--- config.mk ---
export PLATFORM = sky130hd
export DESIGN_NAME = md_unit_iter
export DESIGN_NICKNAME = d
export VERILOG_FILES = /design/src/rtl/md_pkg.sv /design/src/rtl/md_divstep.sv /design/src/rtl/md_unit_iter.sv
export SDC_FILE = /design/constraint.sdc
export NUM_CORES = 1
export LEC_CHECK = 0
export BUFFER_PORTS_ARGS = -buffer_cell sky130_fd_sc_hd__buf_2
export CAP_MARGIN = 20
export CORE_MARGIN = 10
export CORE_UTILIZATION = 35
export DETAILED_ROUTE_END_ITERATION = 12
export PLACE_DENSITY = 0.55
export SETUP_SLACK_MARGIN = 0.3
export SLEW_MARGIN = 20
export SYNTH_ARGS = -nofsm -noshare
export SYNTH_HDL_FRONTEND = slang
export SYNTH_SLANG_ARGS = --single-unit
--- constraint.sdc ---
create_clock -name CLK -period 3.23 [get_ports CLK]
set_input_delay 0 -clock CLK [delete_from_list [all_inputs] [get_ports CLK]]
set_output_delay 0 -clock CLK [all_outputs]
set_load 0.01 [all_outputs]
--- src/rtl/md_pkg.sv ---
// Shared definitions for the iterative multiply/divide unit.
//   MDTYPE_*    : operation codes presented on MDtype
//   md_state_e  : FSM state encoding (IDLE / ITER / FIX)
//   md_clog2    : ceiling log2, used to size the iteration counter
package md_pkg;

   localparam logic [2:0] MDTYPE_NONE  = 3'b000;
   localparam logic [2:0] MDTYPE_MULT  = 3'b100;
   localparam logic [2:0] MDTYPE_MULTU = 3'b101;
   localparam logic [2:0] MDTYPE_DIV   = 3'b110;
   localparam logic [2:0] MDTYPE_DIVU  = 3'b111;

   typedef enum logic [1:0] {
      ST_IDLE = 2'd0,
      ST_ITER = 2'd1,
      ST_FIX  = 2'd2
   } md_state_e;

   function automatic int md_clog2(input int value);
      int r;
      r = 0;
      while ((1 << r) < value) r++;
      return r;
   endfunction

endpackage

--- src/rtl/md_divstep.sv ---
// One restoring-division step (combinational).
//   rem_in  : current partial remainder (always < divisor)
//   divisor : divisor magnitude
//   bit_in  : next dividend bit shifted into the remainder
//   rem_out : new partial remainder
//   q_bit   : quotient bit produced by this step
module md_divstep #(
   parameter int W = 32
) (
   input  logic [W-1:0] rem_in,
   input  logic [W-1:0] divisor,
   input  logic         bit_in,
   output logic [W-1:0] rem_out,
   output logic         q_bit
);

   logic [W:0] shifted;

   always_comb begin
      shifted = {rem_in, bit_in};
      q_bit   = (shifted >= {1'b0, divisor});
      // The true difference is below the divisor, so a W-bit subtract is exact.
      rem_out = q_bit ? (shifted[W-1:0] - divisor) : shifted[W-1:0];
   end

endmodule

--- src/rtl/md_unit_iter.sv ---
// Iterative multiply/divide unit with HI/LO registers for the CPU EX stage.
//   CLK, MRST_n      : clock and asynchronous active-low reset
//   MDtype           : 100 mult, 101 multu, 110 div, 111 divu, others idle
//   RS, RT           : operands (multiplicand/dividend, multiplier/divisor)
//   Hold             : freeze all state this cycle
//   Kill             : abort the operation in flight
//   WrHI, WrLO       : MTHI / MTLO write strobes, data on WrData
//   HI, LO           : result registers
//   Ready            : 1 when idle and HI/LO are valid
//   DivZero          : sticky divide-by-zero flag, cleared by the next accepted op
module md_unit_iter
   import md_pkg::*;
#(
   parameter int WIDTH     = 32,
   parameter int MUL_BPC   = 1,
   parameter int EARLY_OUT = 1
) (
   input  logic             CLK,
   input  logic             MRST_n,
   input  logic [2:0]       MDtype,
   input  logic [WIDTH-1:0] RS,
   input  logic [WIDTH-1:0] RT,
   input  logic             Hold,
   input  logic             Kill,
   input  logic             WrHI,
   input  logic             WrLO,
   input  logic [WIDTH-1:0] WrData,
   output logic [WIDTH-1:0] HI,
   output logic [WIDTH-1:0] LO,
   output logic             Ready,
   output logic             DivZero
);

   localparam int                CNT_W    = md_clog2(WIDTH);
   localparam logic [CNT_W-1:0]  MUL_LAST = CNT_W'(WIDTH / MUL_BPC - 1);
   localparam logic [CNT_W-1:0]  DIV_LAST = CNT_W'(WIDTH - 1);

   md_state_e            state_q, state_d;
   logic [CNT_W-1:0]     count_q;
   logic [2*WIDTH-1:0]   acc_q;      // mult: product; div: {remainder, quotient/dividend}
   logic [2*WIDTH-1:0]   a_q;        // mult: multiplicand shifted to the current weight
   logic [WIDTH-1:0]     b_q;        // mult: remaining multiplier; div: divisor
   logic                 is_mul_q, neg_lo_q, neg_hi_q, dz_op_q;
   logic [WIDTH-1:0]     hi_q, lo_q;
   logic                 divzero_q;

   // Operation decode and operand magnitudes
   logic                 start_req, op_mul, op_signed, sa, sb, start_dz;
   logic [WIDTH-1:0]     mag_a, mag_b;

   always_comb begin
      start_req = (MDtype inside {MDTYPE_MULT, MDTYPE_MULTU, MDTYPE_DIV, MDTYPE_DIVU});
      op_mul    = (MDtype inside {MDTYPE_MULT, MDTYPE_MULTU});
      op_signed = (MDtype inside {MDTYPE_MULT, MDTYPE_DIV});
      sa        = op_signed & RS[WIDTH-1];
      sb        = op_signed & RT[WIDTH-1];
      mag_a     = sa ? (~RS + 1'b1) : RS;
      mag_b     = sb ? (~RT + 1'b1) : RT;
      start_dz  = !op_mul && (RT == '0) && (MDtype != MDTYPE_NONE);
   end

   // Multiply step: MUL_BPC partial products per cycle
   logic [2*WIDTH-1:0]   mul_sum;
   logic [WIDTH-1:0]     mpl_next;

   // NOTE: combinational blocks assign every output a default first so no latch is inferred.
   always_comb begin
      mul_sum = acc_q;
      for (int i = 0; i < MUL_BPC; i++) begin
         if (b_q[i]) mul_sum = mul_sum + (a_q << i);
      end
      mpl_next = b_q >> MUL_BPC;
   end

   // Divide step
   logic [WIDTH-1:0]     div_rem;
   logic                 div_q;

   md_divstep #(.W(WIDTH)) u_divstep (
      .rem_in  (acc_q[2*WIDTH-1:WIDTH]),
      .divisor (b_q),
      .bit_in  (acc_q[WIDTH-1]),
      .rem_out (div_rem),
      .q_bit   (div_q)
   );

   logic step_done;

   always_comb begin
      if (is_mul_q)
         step_done = (count_q == MUL_LAST) || ((EARLY_OUT != 0) && (mpl_next == '0));
      else
         step_done = (count_q == DIV_LAST);
   end

   // Sign fix-up applied on the FIX edge
   logic [2*WIDTH-1:0]   prod_fix;
   logic [WIDTH-1:0]     acc_hi, acc_lo, fix_hi, fix_lo;

   always_comb begin
      acc_hi   = acc_q[2*WIDTH-1:WIDTH];
      acc_lo   = acc_q[WIDTH-1:0];
      prod_fix = neg_lo_q ? (~acc_q + 1'b1) : acc_q;
      if (is_mul_q) begin
         fix_hi = prod_fix[2*WIDTH-1:WIDTH];
         fix_lo = prod_fix[WIDTH-1:0];
      end else begin
         fix_hi = neg_hi_q ? (~acc_hi + 1'b1) : acc_hi;
         fix_lo = neg_lo_q ? (~acc_lo + 1'b1) : acc_lo;
      end
   end

   // FSM: state register
   // NOTE: clocked state uses non-blocking assignments so all registers update together.
   always_ff @(posedge CLK or negedge MRST_n) begin
      if (!MRST_n) state_q <= ST_IDLE;
      else         state_q <= state_d;
   end

   // FSM: next state
   always_comb begin
      state_d = state_q;
      if (!Hold) begin
         unique case (state_q)
            ST_IDLE: if (start_req) state_d = start_dz ? ST_FIX : ST_ITER;
            ST_ITER: if (Kill) state_d = ST_IDLE;
                     else if (step_done) state_d = ST_FIX;
            ST_FIX:  state_d = ST_IDLE;
            default: state_d = ST_IDLE;
         endcase
      end
   end

   // FSM: outputs
   always_comb begin
      Ready = (state_q == ST_IDLE);
   end

   // A write port is honoured in IDLE when no start competes, or alongside Kill.
   logic wr_ok;
   always_comb begin
      wr_ok = (state_q == ST_IDLE) ? !start_req : Kill;
   end

   // Datapath and architectural registers
   always_ff @(posedge CLK or negedge MRST_n) begin
      if (!MRST_n) begin
         count_q   <= '0;
         acc_q     <= '0;
         a_q       <= '0;
         b_q       <= '0;
         is_mul_q  <= 1'b0;
         neg_lo_q  <= 1'b0;
         neg_hi_q  <= 1'b0;
         dz_op_q   <= 1'b0;
         hi_q      <= '0;
         lo_q      <= '0;
         divzero_q <= 1'b0;
      end else if (!Hold) begin
         if (state_q == ST_IDLE && start_req) begin
            count_q   <= '0;
            is_mul_q  <= op_mul;
            dz_op_q   <= start_dz;
            divzero_q <= 1'b0;
            neg_lo_q  <= start_dz ? 1'b0 : (sa ^ sb);
            neg_hi_q  <= start_dz ? 1'b0 : (op_mul ? (sa ^ sb) : sa);
            b_q       <= mag_b;
            a_q       <= {{WIDTH{1'b0}}, mag_a};
            if (op_mul)        acc_q <= '0;
            else if (start_dz) acc_q <= {RS, {WIDTH{1'b1}}};
            else               acc_q <= {{WIDTH{1'b0}}, mag_a};
         end else if (state_q == ST_ITER && !Kill) begin
            count_q <= count_q + 1'b1;
            if (is_mul_q) begin
               acc_q <= mul_sum;
               a_q   <= a_q << MUL_BPC;
               b_q   <= mpl_next;
            end else begin
               acc_q <= {div_rem, acc_q[WIDTH-2:0], div_q};
            end
         end else if (state_q == ST_FIX && !Kill) begin
            hi_q <= fix_hi;
            lo_q <= fix_lo;
            if (dz_op_q) divzero_q <= 1'b1;
         end

         if (wr_ok && WrHI) hi_q <= WrData;
         if (wr_ok && WrLO) lo_q <= WrData;
      end
   end

   assign HI      = hi_q;
   assign LO      = lo_q;
   assign DivZero = divzero_q;

endmodule
Word-level counts from Yosys, hierarchy flattened
Cells that the tools add are included.
Widths: inputs -> output; s select.

cells by class
  mux-type cells = 44
  bitwise logic cells = 9
  order comparisons = 1
  $add $sub $neg = 8
  reductions and logical operators = 32
  eq/ne operators = 15

operator list
  operator               number
  $mux 64                10
  $mux 32                18
  $add 32x1->32 const B  4
  $not 32->32            4
  $add 64x1->64 const B  1
  $add 64x64->64         1
  $logic_not 32->1       2
  $not 64->64            1
  $ge 33x32->1           1
  $sub 32x32->32         1
  $reduce_bool 2->1      8
  $eq 3x3->1 const B     4
  $reduce_and 4->1       3
  $mux 5                 2
  $ne 2x1->1 const B     5
  $mux 1                 9
  $reduce_and 3->1       3
  $mux 2                 4
  $logic_and 1x1->1      7
  $add 5x1->5 const B    1
  $eq 5x5->1 const B     1
  $pmux 2 s2             1
  $reduce_and 2->1       2
  $reduce_bool 4->1      1
  other kinds (12)       15

storage, ports and cells
  input port bits = 105
  word-level logic and storage cells = 121
  register bits after elaboration = 236

Depth between registers and ports, before layout
Gate-level depths: netlist (run 1).

  depth after elaboration = 8
  depth in mapped cells = 14
  mapped depth without buffers = 13

By module
A second synthesis (run 1) with hierarchy kept.

second synthesis, totals
  cells, all modules = 2717
  area, all modules = 20564.7 um^2

by module, submodules not included
  module        instances  cells each  area each (um^2)  sequential area each (um^2)
  md_unit_iter  1          2394        18233.7           5905.7
  md_divstep    1          323         2331.0            0.0

Least setup slack after synthesis (run 1)
OpenSTA, ideal clock, no wires.

  path type = register to register
  start point = register acc_q[0]
  end point = register acc_q[62]
  stages on the path, launching flop included = 12
  clock period less this slack = 3163 ps
  buffers on the path = 0
  arrival time = 3073 ps
  setup slack = 67 ps
  cells stage by stage = dfrtp_1 ha_1 fa_1 a211oi_1 o21ai_0 a31oi_1 a311oi_1 o21ai_0 o21ai_0 a211oi_1 mux2_2 o221ai_1

between the ends
  cells in the longest elaborated chain, start to end = 5

ends and longest elaborated chain
  item                      RTL line             source
  start: declaration        md_unit_iter.sv:40   logic [2*WIDTH-1:0] acc_q;
  start signal: assignment  md_unit_iter.sv:170  else if (start_dz) acc_q <= {RS, {WIDTH{1'b1}}};
  start signal: assignment  md_unit_iter.sv:171  else acc_q <= {{WIDTH{1'b0}}, mag_a};
  start signal: assignment  md_unit_iter.sv:175  acc_q <= mul_sum;
  $add 64x64->64            md_unit_iter.sv:70   if (b_q[i]) mul_sum = mul_sum + (a_q << i);
  $mux 64                   md_unit_iter.sv:70
  $mux 64                   md_unit_iter.sv:174  if (is_mul_q) begin
  $mux 64                   md_unit_iter.sv:172  end else if (state_q == ST_ITER && !Kill) begin
  $mux 64                   md_unit_iter.sv:160  if (state_q == ST_IDLE && start_req) begin

Every way passes these cells. The select of a mux whose other input is x is not followed.
A chain may end at the register's enable or synchronous reset.

Worst setup path in the final report (run 1)
  start point = register acc_q[31]
  end point = register acc_q[61]

between the ends
  cells in the longest elaborated chain, start to end = 5
  elaborated cells between the ends (all ways) = 8
  those cells by class = 2 x add/sub; 1 x order compare; 5 x mux

ends and longest elaborated chain
  item                                       RTL line
  $add 64x64->64 (tied with other cells)     md_unit_iter.sv:70
  $mux 64 / $mux 32 (equally long branches)  md_unit_iter.sv:70, md_divstep.sv:23
  $mux 64 (*)                                md_unit_iter.sv:174
  $mux 64 (*)                                md_unit_iter.sv:172
  $mux 64 (*)                                md_unit_iter.sv:160

Mark *: on every way between the ends. The rest lies on a longest branch, timed or not. The select of a mux whose other input is x is not followed.

==> results of run 1 <==
[logic make-up after synthesis]
kind of cell,after synthesis,share of synthesized area
AO/OA/AOI/OAI,932,0.277
AND/OR/NAND/NOR,874,0.199
buffers and inverters,246,0.0479
flip-flops,236,0.292
XOR/XNOR,195,0.0846
adder cells (fa/ha/maj),103,0.0646
multiplexers,66,0.0340
[stage by stage]
stage | cell area (um2) | power [uW] | hold slack (ps) | instances
finish | 29200 | 35000 | 31.1 | 4016
global route | 29200 | 37100 | 102 | 4016
CTS | 28100 | 32200 | 51.2 | 3987
detailed placement | 24300 | 25100 | 101 | 3775
global placement | 24300 | 24900 | 88.7 | 3775
floorplan | 20200 | 16400 | -296 | 2652
[layout make-up]
type | instances | area [um2] | share of cell area
repair buffers | 725 | 5720 | 0.196
well taps | 756 | 946 | 0.0324
flip-flops and latches | 236 | 5920 | 0.202
multi-input cells | 2170 | 15300 | 0.522
clock inverters | 15 | 235 | 0.00805
clock buffers | 40 | 870 | 0.0297
diodes | 1 | 2.50 | 0.0000856
inverters | 73 | 277 | 0.00946
[synth_stat cells (all sizes together), types with 31 or more instances]
cell / number
nor3: 49
inv: 73
a21o: 46
a21oi: 286
nand2: 362
xor2: 110
nand3: 68
xnor2: 85
nand4: 37
nor2: 209
o211ai: 38
a31oi: 31
clkbuf: 144
o21ai: 328
ha: 101
mux2i: 45
dfrtp: 236
[sequential cells by signal, summed over array words and instances (netlist names), 2 cells and up]
register,flops
count_q,5
a_q,64
b_q,32
HI,32
acc_q,64
LO,32
state_q,2
[per-layer routing]
layer | vias up | share of wire | wire (um) | global-route usage
met5 | - | 0 | 0 | 0
met4 | 0 | 0.046 | 4290 | 0.110
met3 | 181 | 0.080 | 7480 | 0.0480
met2 | 955 | 0.43 | 40100 | 0.402
met1 | 11100 | 0.45 | 41700 | 0.364
li1 | 10800 | - | - | -
[worst max-delay path: stages (launching register included)]
cell and delay (ps):
sky130_fd_sc_hd__dfrtp_2 410, sky130_fd_sc_hd__buf_4 150, sky130_fd_sc_hd__ha_4 310, sky130_fd_sc_hd__nand2_4 70
sky130_fd_sc_hd__or3_4 370, sky130_fd_sc_hd__nand3b_1 280, sky130_fd_sc_hd__a21oi_4 290, sky130_fd_sc_hd__o311ai_4 160
sky130_fd_sc_hd__a2111oi_2 380, sky130_fd_sc_hd__buf_4 200, sky130_fd_sc_hd__a21oi_1 70, sky130_fd_sc_hd__xor2_1 220
sky130_fd_sc_hd__o221ai_2 120
[worst max-delay path by stage]
stage,to,slack (ps),cells after the start
floorplan,acc_q[62],250,11
global placement,acc_q[61],-420,11
detailed placement,acc_q[58],-420,12
CTS,HI[29],100,13
global route,acc_q[52],-80,15
finish,acc_q[61],40,12
[timing repair]
action	CTS	global route
endpoints found under the hold margin	234	0
setup buffers	51	28
endpoints found under the setup margin	74	93
hold buffers	102	0
pin swaps	113	133
gates cloned	4	0
gates resized for setup	281	230
[power groups by stage]
stage / clock [uW] / sequential, uW / combinational, uW
6_report: 3820 / 5110 / 26000
3_5_place_dp: 0 / 5070 / 20000
5_1_grt: 3970 / 5230 / 27900
2_1_floorplan: 0 / 5120 / 11300
4_1_cts: 3870 / 5060 / 23200
3_3_place_gp: 0 / 5020 / 19900
==> impl_metrics.py, run 1 <==
metrics = {
    "outcome": {
        "status": "finished clean",
    },
    "synth": {
        "synth_cell_types": 87,
        "post_synth_instance_area_mm2": 0.0202,
        "synthesis.nets": 2860,
        "yosys.area.top_type_share": 0.292,
        "ys_top_cells_by_area": "sky130_fd_sc_hd__dfrtp_1 29%, sky130_fd_sc_hd__o21ai_0 7.7%, sky130_fd_sc_hd__a21oi_1 7.1%",
        "ys_dominant_reg_cell": "sky130_fd_sc_hd__dfrtp_1",
        "flip_flop_and_latch_count_after_synthesis": 236,
        "ys_async_sr_fraction": 1.00,
        "synth.yosys.seq_area_share": 0.292,
        "synth_area_per_cell_um2": 7.61,
        "synth-warning-count": 0,
        "synth-edff-count": 0,
        "synthCells": 2652,
        "synth.largest_area_cell": "sky130_fd_sc_hd__dfrtp_1",
    },
    "clock_tree": {
        "tritoncts": "built",
        "clock_tree.htree_level_count": 1,
        "tritoncts_num_sinks": 236,
        "cts_root_buf": "sky130_fd_sc_hd__clkbuf_16",
        "cts_inserted_buffers": 30,
        "ctsLongestPathBuffers": 3,
        "worstSkewPairLatency_ps": 600,
        "cts.clk_slew.worst_paths_ps": 60,
    },
    "sta": {
        "relSlewSlack": 0.276,
        "slew_limit_fails": 0,
        "timing.fmax_mhz": 314,
        "timing.setup.tns_ps": 0,
        "final-setup-viol-count": 0,
        "hold_violations": 0,
        "finalCriticalPeriod_ps": 3190,
        "layout_worst_path_cycle_share": 0.987,
        "skew_ps": 15.2,
        "worst_slew_pin_slew_ps": 1080,
        "grt_setup_unrepaired": "true",
        "postLayoutSetupSlackWorst_ps": 41.4,
    },
    "final_layout": {
        "final.fill_count": 5365,
        "finalCoreUtilization": 0.516,
        "final_common_cell": "sky130_fd_sc_hd__buf_4",
        "syn_to_final_growth_pct": 44.8,
        "number_of_nets_in_the_finished_design": 3444,
        "final_cell_mix": "377 x sky130_fd_sc_hd__buf_4, 350 x sky130_fd_sc_hd__nand2_1, 246 x sky130_fd_sc_hd__a21oi_1, 227 x sky130_fd_sc_hd__dfrtp_1, 212 x sky130_fd_sc_hd__o21ai_0",
        "layout-drive-gt1-share": 0.308,
    },
    "grt": {
        "wire_length_of_the_first_global_routing_pass_um": 139000,
        "track_usage": 0.265,
        "grt_antenna_before_repair": 3,
        "grt_start_max_net_pins": 93,
        "via_count_of_the_first_global_routing_pass": 22200,
        "grt.overflow.total": 0,
    },
    "pwr": {
        "p_int_uw": 18100,
        "p_seq_frac": 0.146,
        "power.density_cell_area_mw_per_mm2": 1200,
        "power_switching_uw": 16900,
        "switching_share": 0.482,
        "max-vdd-ir-drop_uv": 694,
        "power_frac_clock": 0.109,
        "power_leakage_uw": 0.0129,
        "comb_power_share": 0.745,
    },
    "place": {
        "weighted_congestion_reported_at_the_end_of_routability_driven_placement": 0.969,
        "numPortBuffers": 170,
        "place.detailed.hpwl_um": 71700,
        "pre_cts_ws_ps": -422,
    },
    "floorplan": {
        "die_area_mm2": 0.0677,
        "die-height_um": 260,
        "placementRows": 87,
        "start_util": 0.356,
        "fp.dieW_um": 260,
        "core_region_area_mm2": 0.0567,
        "io-pin-count": 171,
    },
    "setup_path": {
        "reg2reg_from": "acc_q[31]",
        "cp_data_required_time_ps": 3680,
        "crit_fanout": 5,
        "startpoint_types": "register",
        "cp.arrival_ps": 3640,
        "rr_endpoint": "acc_q[61]",
        "flop2flop_setup_slack_ps": 40,
        "worst_r2r_path_depth": 12,
        "end_kind": "register",
        "crit_path_start": "acc_q[31]",
        "critPathKind": "reg2reg",
    },
    "detailed_routing": {
        "detail_route.drc_violations": 0,
        "post_drt_via_cell_ratio": 5.73,
        "route.antenna.remaining_nets": 0,
        "route.vias.total": 23000,
        "routed_wire_length_per_instance_um": 23.3,
        "drtIter0Drc": 2269,
        "detail_route.wirelength_um": 93600,
        "drt_first_pass_iters": 8,
    },
    "worst_hold_path": {
        "hold_class": "in2async",
    },
    "run": {
        "cap_viol_max_count": 0,
    },
}
(Power assumes the default switching activity.)
==> run 2: changes to the inputs <==
--- a/config.mk
+++ b/config.mk
@@ -15,4 +15,5 @@
 export SLEW_MARGIN = 20
 export SYNTH_ARGS = -nofsm -noshare
 export SYNTH_HDL_FRONTEND = slang
+export SYNTH_HIERARCHICAL = 1
 export SYNTH_SLANG_ARGS = --single-unit
==> impl_metrics.py, run 2 <==
metrics = {
    "sta": {
        "worst_slew_pin_slew_ps": 907,
        "finalCriticalPeriod_ps": 3460,
        "hold_violations": 0,
        "skew_ps": 20.8,
        "grt_setup_unrepaired": "true",
        "layout_worst_path_cycle_share": 1.07,
        "relSlewSlack": 0.395,
        "final-setup-viol-count": 48,
        "postLayoutSetupSlackWorst_ps": -226,
        "slew_limit_fails": 0,
        "timing.fmax_mhz": 289,
    },
    "outcome": {
        "violations": "negative setup slack",
        "status": "finished with violations",
    },
    "clock_tree": {
        "tritoncts_num_sinks": 236,
        "ctsLongestPathBuffers": 3,
        "clock_tree.htree_level_count": 2,
        "cts_inserted_buffers": 34,
        "tritoncts": "built",
        "cts_root_buf": "sky130_fd_sc_hd__clkbuf_16",
        "cts.clk_slew.worst_paths_ps": 60,
        "worstSkewPairLatency_ps": 560,
    },
    "final_layout": {
        "reg_top3": "a_q: 64 flops, acc_q: 64 flops",
        "layout-drive-gt1-share": 0.331,
        "final_common_cell": "sky130_fd_sc_hd__buf_4",
        "final_area_mm2": 0.0303,
        "post_route_non_filler_standard_cell_count": 4186,
        "final_cell_mix": "485 x sky130_fd_sc_hd__buf_4, 365 x sky130_fd_sc_hd__nand2_1, 282 x sky130_fd_sc_hd__a21oi_1, 240 x sky130_fd_sc_hd__nor2_1, 224 x sky130_fd_sc_hd__dfrtp_1",
        "antennaDiodeCount": 0,
        "syn_to_final_growth_pct": 47.3,
        "number_of_nets_in_the_finished_design": 3604,
    },
    "synth": {
        "synth-warning-count": 6,
        "synth-edff-count": 0,
        "ys_async_sr_fraction": 1.00,
        "flip_flop_and_latch_count_after_synthesis": 236,
        "synth.largest_area_cell": "sky130_fd_sc_hd__dfrtp_1",
        "post_synth_instance_area_mm2": 0.0206,
        "post_synth_most_frequent_cells": "380 x sky130_fd_sc_hd__nand2_1, 328 x sky130_fd_sc_hd__a21oi_1, 252 x sky130_fd_sc_hd__o21ai_0",
        "synthMostInstantiatedCell": "sky130_fd_sc_hd__nand2_1",
        "synthCells": 2717,
        "synth_cell_types": 86,
        "synthesis.nets": 2925,
        "yosys.area.top_type_share": 0.287,
        "ys_top_cells_by_area": "sky130_fd_sc_hd__dfrtp_1 29%, sky130_fd_sc_hd__a21oi_1 8.0%, sky130_fd_sc_hd__nand2_1 6.9%",
        "synth.yosys.seq_area_share": 0.287,
        "ys_dominant_reg_cell": "sky130_fd_sc_hd__dfrtp_1",
        "synth_area_per_cell_um2": 7.57,
    },
    "floorplan": {
        "placementRows": 88,
        "core_region_area_mm2": 0.0579,
        "die_area_mm2": 0.0689,
        "fp.dieW_um": 262,
        "die-height_um": 262,
        "io-pin-count": 171,
        "start_util": 0.355,
    },
    "pwr": {
        "power_leakage_uw": 0.0133,
        "power.density_cell_area_mw_per_mm2": 1100,
        "max-vdd-ir-drop_uv": 553,
    },
    "grt": {
        "wire_length_of_the_first_global_routing_pass_um": 141000,
        "via_count_of_the_first_global_routing_pass": 22900,
        "track_usage": 0.259,
        "grt_antenna_before_repair": 5,
        "grt.overflow.total": 0,
        "grt_start_max_net_pins": 138,
    },
    "setup_path": {
        "critPathSlowestCell": "sky130_fd_sc_hd__or4b_4",
        "cp.arrival_ps": 3920,
        "flop2flop_setup_slack_ps": -230,
        "end_kind": "register",
        "startpoint_types": "register",
        "cp_data_required_time_ps": 3700,
        "critPathKind": "reg2reg",
        "crit_fanout": 6,
        "max_stage_delay_ps": 580,
        "reg2reg_from": "acc_q[13]",
        "worst_r2r_path_depth": 10,
        "path_cells": "or4_4 -> or4b_4 -> or4_4 -> or3_4 -> nand2_8 -> buf_4 -> o21ai_2 -> xnor2_1 -> buf_4 -> o211ai_1",
        "rr_endpoint": "HI[16]",
    },
    "place": {
        "placed_cells_incl_taps": 3969,
        "place.detailed.hpwl_um": 73100,
        "numPortBuffers": 170,
        "weighted_congestion_reported_at_the_end_of_routability_driven_placement": 0.984,
        "place_area_mm2": 0.0257,
    },
    "detailed_routing": {
        "drtIter0Drc": 2157,
        "routed_wire_length_per_instance_um": 22.6,
        "detail_route.drc_violations": 0,
        "drt_first_pass_iters": 6,
        "route.vias.total": 23800,
        "detail_route.wirelength_um": 94800,
        "route.antenna.remaining_nets": 0,
        "post_drt_via_cell_ratio": 5.68,
    },
    "run": {
        "cap_viol_max_count": 0,
    },
    "worst_hold_path": {
        "hold_class": "in2async",
    },
}
-- run 2: cell types whose count changed after synthesis, moves of 13 or more --
cell,delta
sky130_fd_sc_hd__o21ai_0,-58
sky130_fd_sc_hd__nor2_1,+43
sky130_fd_sc_hd__a21oi_1,+42
sky130_fd_sc_hd__xor2_1,-41
sky130_fd_sc_hd__xnor2_1,+37
sky130_fd_sc_hd__o21ai_1,+22
sky130_fd_sc_hd__nand3_1,-21
sky130_fd_sc_hd__mux2_2,+20
sky130_fd_sc_hd__nand2_1,+18
sky130_fd_sc_hd__a21o_1,-14
sky130_fd_sc_hd__a22oi_1,-14
sky130_fd_sc_hd__mux2i_1,-14
sky130_fd_sc_hd__a221oi_1,+13
-- run 2: stage by stage --
step	utilization	hold WS, ps	setup TNS, ps	total power (uW)	setup slack (ps)
global placement	0.445	58.3	-8880	25800	-403
CTS	0.504	5.16	-2890	31700	-198
global route	0.523	30.3	-11860	35600	-358
floorplan	-	-296	-673	16900	-217
finish	0.523	27.5	-4300	33500	-226
detailed placement	0.445	64.2	-10650	26000	-383
-- run 2: final cells by class --
cell class              instances  area, um2
fillers                      5512      27600
multi-input cells            2238      15700
repair buffers                802       6180
flip-flops and latches        236       5920
clock buffers                  51       1070
well taps                     765        957
inverters                      84        323
clock inverters                10        154
-- run 2: timing repair --
| item | CTS | global route |
|---|---|---|
| gates resized for setup | 229 | 168 |
| endpoints found under the setup margin | 90 | 117 |
| setup buffers | 34 | 32 |
| hold buffers | 89 | 0 |
| pin swaps | 94 | 119 |
| hold endpoints to repair | 212 | 0 |
| cloned | 0 | 1 |
-- run 2: worst max-delay path: cells and delay by family, from the launching register on --
family	cells	cell delay, ps
AND/OR/NAND/NOR	5	2230
flip-flops	1	480
buffers and inverters	2	280
AO/OA/AOI/OAI	2	210
XOR/XNOR	1	160
-- run 2: kinds of logic (layout without fill, tap and decap cells) --
kind of cell	count (synthesis)	after routing	synth area share
flip-flops	236	236	0.287
AO/OA/AOI/OAI	915	915	0.265
AND/OR/NAND/NOR	948	948	0.213
adder cells (fa/ha/maj)	103	103	0.0634
multiplexers	81	81	0.0441
XOR/XNOR	191	191	0.0813
buffers and inverters	243	947	0.0459
-- run 2: worst max path at each step --
stage / start / endpoint / slack [ps] / cells past startpoint
2_1_floorplan: acc_q[41] / acc_q[48] / -220 / 17
3_3_place_gp: a_q[19] / acc_q[46] / -400 / 12
3_5_place_dp: acc_q[0] / acc_q[62] / -380 / 12
4_1_cts: b_q[1] / acc_q[48] / -200 / 17
5_1_grt: acc_q[32] / acc_q[57] / -360 / 16
6_report: acc_q[13] / HI[16] / -230 / 10
-- run 2: routing by layer --
layer,vias up,global-route usage,routed length [um]
li1,11200,-,-
met1,11400,0.361,42600
met2,952,0.391,40800
met3,180,0.0372,6870
met4,8,0.116,4500
met5,-,0,40
-- run 2: report_power, final --
part / internal, uW / total (uW) / switching (uW)
Sequential: 4060 / 5100 / 1040
Combinational: 11400 / 24200 / 12800
Clock: 2600 / 4140 / 1540
